File: config.mk
export PLATFORM = sky130hd
export DESIGN_NAME = adder_tree_loader
export DESIGN_NICKNAME = d
export VERILOG_FILES = /design/src/rtl/adder_tree_loader.sv
export SDC_FILE = /design/constraint.sdc
export NUM_CORES = 1
export LEC_CHECK = 0
export CORE_ASPECT_RATIO = 1.75
export CORE_MARGIN = 3
export CORE_UTILIZATION = 33
export CTS_CLUSTER_SIZE = 8
export DETAILED_ROUTE_END_ITERATION = 10
export PLACE_DENSITY = 0.7
export SLEW_MARGIN = 20
export SYNTH_ARGS = -nofsm -noshare
export SYNTH_HDL_FRONTEND = slang
export SYNTH_SLANG_ARGS = --single-unit
File: constraint.sdc
create_clock -name clk -period 2.15 [get_ports clk]
set_input_delay 0.43 -clock clk [delete_from_list [all_inputs] [get_ports clk]]
set_output_delay 0.43 -clock clk [all_outputs]
set_load 0.05 [all_outputs]
File: src/rtl/adder_tree_loader.sv
// Sequential loader for the 8-operand adder tree: serial operand capture,
// settle wait, registered result with a valid/ready handshake.
module adder_tree_loader #(
    parameter int WIDTH         = 7,
    parameter int N_OPS         = 8,
    parameter int SETTLE_CYCLES = 2
) (
    input  logic             clk,
    input  logic             rst,
    input  logic             in_valid,
    output logic             in_ready,
    input  logic [WIDTH-1:0] in_data,
    input  logic             in_ci,
    output logic [WIDTH-1:0] op_a,
    output logic [WIDTH-1:0] op_b,
    output logic [WIDTH-1:0] op_c,
    output logic [WIDTH-1:0] op_d,
    output logic [WIDTH-1:0] op_e,
    output logic [WIDTH-1:0] op_f,
    output logic [WIDTH-1:0] op_g,
    output logic [WIDTH-1:0] op_h,
    output logic             tree_ci,
    input  logic [WIDTH-1:0] tree_s,
    input  logic             tree_co,
    output logic [WIDTH-1:0] res_sum,
    output logic             res_co,
    output logic             res_valid,
    input  logic             res_ready,
    output logic             busy
);

    typedef enum logic [1:0] {
        LOAD   = 2'd0,
        SETTLE = 2'd1,
        HOLD   = 2'd2
    } state_t;

    localparam logic [3:0] CNT_INIT = 4'(SETTLE_CYCLES - 1);
    localparam logic [2:0] IDX_LAST = 3'(N_OPS - 1);

    state_t     state;
    logic [2:0] idx;
    logic [3:0] cnt;
    logic       accept;

    assign in_ready = (state == LOAD);
    assign accept   = in_valid && in_ready;
    assign busy     = (state != LOAD) || (idx != 3'd0);

    always_ff @(posedge clk) begin
        if (rst) begin
            state     <= LOAD;
            idx       <= 3'd0;
            cnt       <= 4'd0;
            op_a      <= '0;
            op_b      <= '0;
            op_c      <= '0;
            op_d      <= '0;
            op_e      <= '0;
            op_f      <= '0;
            op_g      <= '0;
            op_h      <= '0;
            tree_ci   <= 1'b0;
            res_sum   <= '0;
            res_co    <= 1'b0;
            res_valid <= 1'b0;
        end else begin
            unique case (state)
                LOAD: begin
                    if (accept) begin
                        case (idx)
                            3'd0: op_a <= in_data;
                            3'd1: op_b <= in_data;
                            3'd2: op_c <= in_data;
                            3'd3: op_d <= in_data;
                            3'd4: op_e <= in_data;
                            3'd5: op_f <= in_data;
                            3'd6: op_g <= in_data;
                            3'd7: op_h <= in_data;
                        endcase
                        // carry-in belongs to the frame, taken with operand a only
                        if (idx == 3'd0)
                            tree_ci <= in_ci;
                        if (idx == IDX_LAST) begin
                            idx   <= 3'd0;
                            cnt   <= CNT_INIT;
                            state <= SETTLE;
                        end else begin
                            idx <= idx + 3'd1;
                        end
                    end
                end
                SETTLE: begin
                    if (cnt == 4'd0) begin
                        res_sum   <= tree_s;
                        res_co    <= tree_co;
                        res_valid <= 1'b1;
                        state     <= HOLD;
                    end else begin
                        cnt <= cnt - 4'd1;
                    end
                end
                HOLD: begin
                    if (res_ready) begin
                        res_valid <= 1'b0;
                        state     <= LOAD;
                    end
                end
                default: state <= LOAD;
            endcase
        end
    end

endmodule

Yosys cells after proc, flatten, opt, wreduce, memory -nomap -nowiden

Cells that the tools add are included.

Reductions and logical operators: 22
Eq/ne operators: 14
Multiplexer cells: 13
$add $sub $neg: 2

Operators by type and width:

| kind                                             | count |
|---|---|
| AND reduction 3 bit                              | 9 |
| == test 3 bit, second input constant             | 4 |
| 2-to-1 mux 4 bit                                 | 3 |
| 2-to-1 mux 2 bit                                 | 4 |
| one-hot mux 4 bit (2 select lines)               | 1 |
| AND reduction 4 bit                              | 2 |
| == test 3 x 2 -> 1 bit, second input constant    | 2 |
| != test 2 bit, second input constant             | 3 |
| one-hot mux 2 bit (3 select lines)               | 1 |
| nonzero test 2 bit                               | 3 |
| logical NOT 4 bit                                | 1 |
| != test 2 x 1 -> 1 bit, second input constant    | 2 |
| AND reduction 2 bit                              | 2 |
| subtractor 4 x 1 -> 4 bit, second input constant | 1 |
| adder 3 x 1 -> 3 bit, second input constant      | 1 |
| == test 3 x 1 -> 1 bit, second input constant    | 1 |
| logical NOT 3 bit                                | 1 |
| 2-to-1 mux 3 bit                                 | 1 |
| nonzero test 3 bit                               | 1 |
| == test 2 x 1 -> 1 bit, second input constant    | 1 |
| == test 2 bit, second input constant             | 1 |
| logical NOT 2 bit                                | 1 |
| 2-to-1 mux 1 bit                                 | 2 |
| one-hot mux 1 bit (2 select lines)               | 1 |
| other kinds (2)                                  | 2 |

Flip-flop bits (word level): 75
Word-level logic and storage cells: 66
Bits of input ports: 20

Depth between registers and ports, before layout

Depth in word-level cells: 4
Depth in mapped cells: 6
Depth with buffers taken out: 5

Worst setup path after synthesis

No wires, ideal clock.

Path kind: flip-flop to output port
Start point: reg state[0]
End point: out busy
Setup slack: -34 ps
Arrival time: 1754 ps
Data required time: 1720 ps
Path buffers: 1
Cell stages (with the launch flop): 4
Cell sequence: dfxtp_1 buf_4 nor2_1 nand3_1

Word-level cells in the longest chain between the ends: 2

Ends and longest elaborated chain:

| item                   | RTL line | source |
|---|---|---|
| start, declared        | 41       | `state_t state;` |
| start signal, assigned | 52       | `state <= LOAD;` |
| start signal, assigned | 87       | `state <= SETTLE;` |
| start signal, assigned | 98       | `state <= HOLD;` |
| nonzero test 2 bit     | 48       | `assign busy = (state != LOAD) \|\| (idx != 3'd0);` |
| logical OR 1 bit       | 48       |  |
| end, declared          | 29       | `output logic busy` |

No other way between the ends.

Final worst setup path

Start point: reg op_f[1]
End point: out op_f[1]

RTL lines:

| item                   | RTL line | source |
|---|---|---|
| start, declared        | 19       | `output logic [WIDTH-1:0] op_f,` |
| start signal, assigned | 77       | `3'd5: op_f <= in_data;` |

No word-level cell between the ends.

==> summary.md <==
| Metric | Value |
|---|---|
| Cts hold-fix bufs | `0` |
| Worst Setup End Kind | `primary output` |
| Mean area per synthesized cell | `just over 10 um^2` |
| Status | `finished, final reports clean` |
| Startpoint types | `flop` |
| Setup CP Type | `flop to primary output` |
| Crit path buffers/inverters | `1` |
| Via Count | `around 2500` |
| Max Fclk | `512 MHz` |
| Met2 Usage GRT | `26.6%` |
| Final Cell Area | `approximately 4400 um^2` |
| Primary FF master, synth | `dfxtp_1` |
| CTS max path bufs | `2` |
| Final worst-path cycle share | `90.8%` |
| Critical-path top delay cell | `clkdlybuf4s50_1` |
| Worst slew margin | `64.0%` |
| Max Slew Vio Count | `0` |
| GR Util met3 | `between 4 and 5%` |
| Crit path max fanout | `2` |
| CTS Root Cell | `clkbuf_16` |
| Site Rows | `46` |
| GPL Wtd Cong | `0.758` |
| Die height | `roughly 130 um` |
| Initial core utilization | `between 30% and 40%` |
| CP delay by family, top | `buffers and inverters` |
| Yosys warns | `0` |
| RR Startpoint | `idx[0]` |
| Iter 0 DRT Violations | `99` |
| RSZ-0062 raised after global routing | `no` |
| Lkg Pwr | `1.78 nW` |
| Post-Synthesis Net Count | `339` |
| R2r endpoint | `cnt[0]` |
| Number of global-route vias before repair | `2475` |
| Power per cell area | `758 nW/um^2` |
| Chip width | `79.7 um` |
| Synthesized flop and latch total | `75` |
| Postcts setup bufs | `0` |
| ANT cells | `0` |
| Max_cap viols | `0` |
| Async SR Flop Fraction | `0%` |
| M1 GR Usage | `16.7%` |
| Hold wc startpoint | `op_h[2]` |
| Port bufs | `87` |
| Fin crit period | `1.95 ns` |
| EDFF count, synth | `0` |
| Sequential-to-total area share from yosys stat | `47.9%` |
| Post-synthesis cell count | `approximately 310` |
| Max incr delay on CP | `0.82 ns` |
| Largest net degree at the start of global routing | `34` |
| Crit path DAT | `1.52 ns` |
| Post-DR wirelength/cell | `15.1 um` |
| Yosys cell types | `34` |
| Sink Count | `75` |
| Hold Crit Depth | `2` |
| # DRC | `0` |
| GRT Residual Overflow | `0` |
| Final setup fails | `0` |
| Post-layout nets | `424` |
| R2R setup slack | `0.43 ns` |
| Synth area leaders | `dfxtp_1 48%, mux2i_1 17%, nand2b_1 10%, a21oi_1 3.2%, ha_1 3.2%` |
| Worst path cell trace | `clkdlybuf4s50_1` |
| Skew final | `between 0.005 and 0.006 ns` |
| Worst Hold Endpoint | `op_h[2]` |
| DRT Pass-1 Iters | `4` |
| Detailed Route WL | `7.86 mm` |
| Crit path required time | `1.72 ns` |
| TNS Setup | `0 ns` |
| DRT antenna net count | `0` |
| Netlist Area Pre-Place | `3130 um^2` |
| Synth area leader | `dfxtp_1` |
| Post-DP Area | `roughly 4100 um^2` |
| Post-CTS Resized | `0` |
| Core Region | `9150 um^2` |
| I/O pin count | `between 80 and 90` |
| Reg clk slew, reported paths | `0.06 ns` |
| Clk_lat worst skew | `0.33 ns` |
| P&R area growth vs syn | `41.7%` |
| TritonCTS Buffers | `9` |
| Reg2reg path depth | `5` |
| Die area | `10700 um^2` |
| CTS tree | `done` |
| VDD IR max | `0.501 mV` |
| Worst-Margin Slew | `0.538 ns` |
| Initial antenna violation count | `0` |
| Global-route wire length before repair | `between 10 and 15 mm` |
| Detailed Place HPWL | `5.90 mm` |
| Tightest Hold Check Type | `flop to flop` |
| Layout cell share with drive strength beyond 1 | `9.23%` |
| H-tree depth | `3` |
| Hold Vio Cnt, Final | `0` |
| Top cell type's share of synthesized area | `47.9%` |
| Filler instances | `847` |
| GRT Util Overall | `15.0%` |
| Vias per std cell | `around 4.7` |
| GR peak layer | `met2` |
==> synthesized netlist by cell type, types with 2 or more instances <==
library cell	count
a21oi_1	20
a31oi_1	2
and2b_1	2
and3_1	2
buf_2	7
buf_4	2
clkbuf_1	10
dfxtp_1	75
ha_1	8
inv_1	5
mux2i_1	52
nand2_1	16
nand2b_1	51
nand3_1	12
nand3_2	5
nor2_1	15
nor4bb_1	2
o21ai_0	8
or3_1	2
==> worst max path at each step <==
stage / slack [ns] / from / endpoint / depth (start not counted)
2_1_floorplan: 0.28 / state[0] / busy / 3
3_3_place_gp: 0.23 / in_valid / op_c[2] / 4
3_5_place_dp: 0.22 / in_valid / op_c[2] / 4
4_1_cts: 0.17 / op_f[1] / op_f[1] / 1
5_1_grt: 0.16 / op_f[1] / op_f[1] / 1
6_report: 0.20 / op_f[1] / op_f[1] / 1
==> flip-flops by register name, indices dropped and copies added (netlist names), 2 cells and up <==
register / flops
state: 2
op_d: 7
res_sum: 7
op_a: 7
op_f: 7
op_c: 7
op_e: 7
op_g: 7
cnt: 4
op_h: 7
idx: 3
op_b: 7
==> cell usage in the layout (no fill, tap or decap), drive strengths merged <==
master / n
clkdlybuf4s50: 84
a211oi: 1
dfxtp: 75
or3: 2
clkinv: 2
a221oi: 1
a21oi: 20
bufinv: 1
nor4bb: 2
clkinvlp: 1
nor3b: 2
nand3: 17
nand2b: 52
clkbuf: 12
or4: 1
o211ai: 1
mux2i: 52
nor2: 15
and2b: 2
buf: 10
a31oi: 2
nand2: 16
o21ai: 8
nand3b: 1
inv: 5
nand4b: 1
and4bb: 1
nor2b: 1
and3: 2
ha: 8
nand4bb: 1
or3b: 2
==> logic make-up (layout without fill, tap and decap cells) <==
group,Yosys count,after routing,synth area share [%]
mux,52,52,16.6
flops,75,75,47.9
fa+ha+maj,8,8,3.20
buf+inv,25,115,3.75
compound gates,33,33,5.83
simple gates,118,118,22.7
==> layer usage <==
layer  up-vias  wire length (um)
met5         -                 0
met4         0               137
met3        12               425
met2        71              4180
met1      1160              3110
li1       1225                 -
==> layout make-up <==
class	count	area (um^2)	share of cell area, %
multi-input cells	211	1520	34.2
flip-flops and latches	75	1500	33.8
repair buffers	94	938	21.1
clock buffers	12	267	6.00
well taps	120	150	3.38
clock inverters	4	47.5	1.07
inverters	5	18.8	0.423
==> report_power, final <==
| group | switching [mW] | internal [mW] |
|---|---|---|
| logic | 0.221 | 0.151 |
| registers | 0.0223 | 1.42 |
| clock network | 0.559 | 0.989 |
| total | 0.802 | 2.56 |
==> through the flow <==
step | util (%) | hold WS, ns | setup slack (ns) | total power [mW] | cells
finish | 48.5 | 0.457 | 0.197 | 3.36 | 521
CTS | 48.5 | 0.460 | 0.174 | 3.39 | 521
global route | 48.5 | 0.472 | 0.161 | 3.48 | 521
detailed placement | 45.1 | 0.450 | 0.221 | 1.85 | 505
global placement | 45.1 | 0.445 | 0.231 | 1.85 | 505
floorplan | - | 0.488 | 0.276 | 1.70 | 311
==> worst register-to-register path: stages (launching register included) <==
cell and delay, ns:
dfxtp_1 0.41, ha_1 0.20, ha_1 0.20, nor4bb_1 0.40
a21oi_1 0.15, a221oi_2 0.28
No activity file was read; power rests on OpenSTA's default activity.
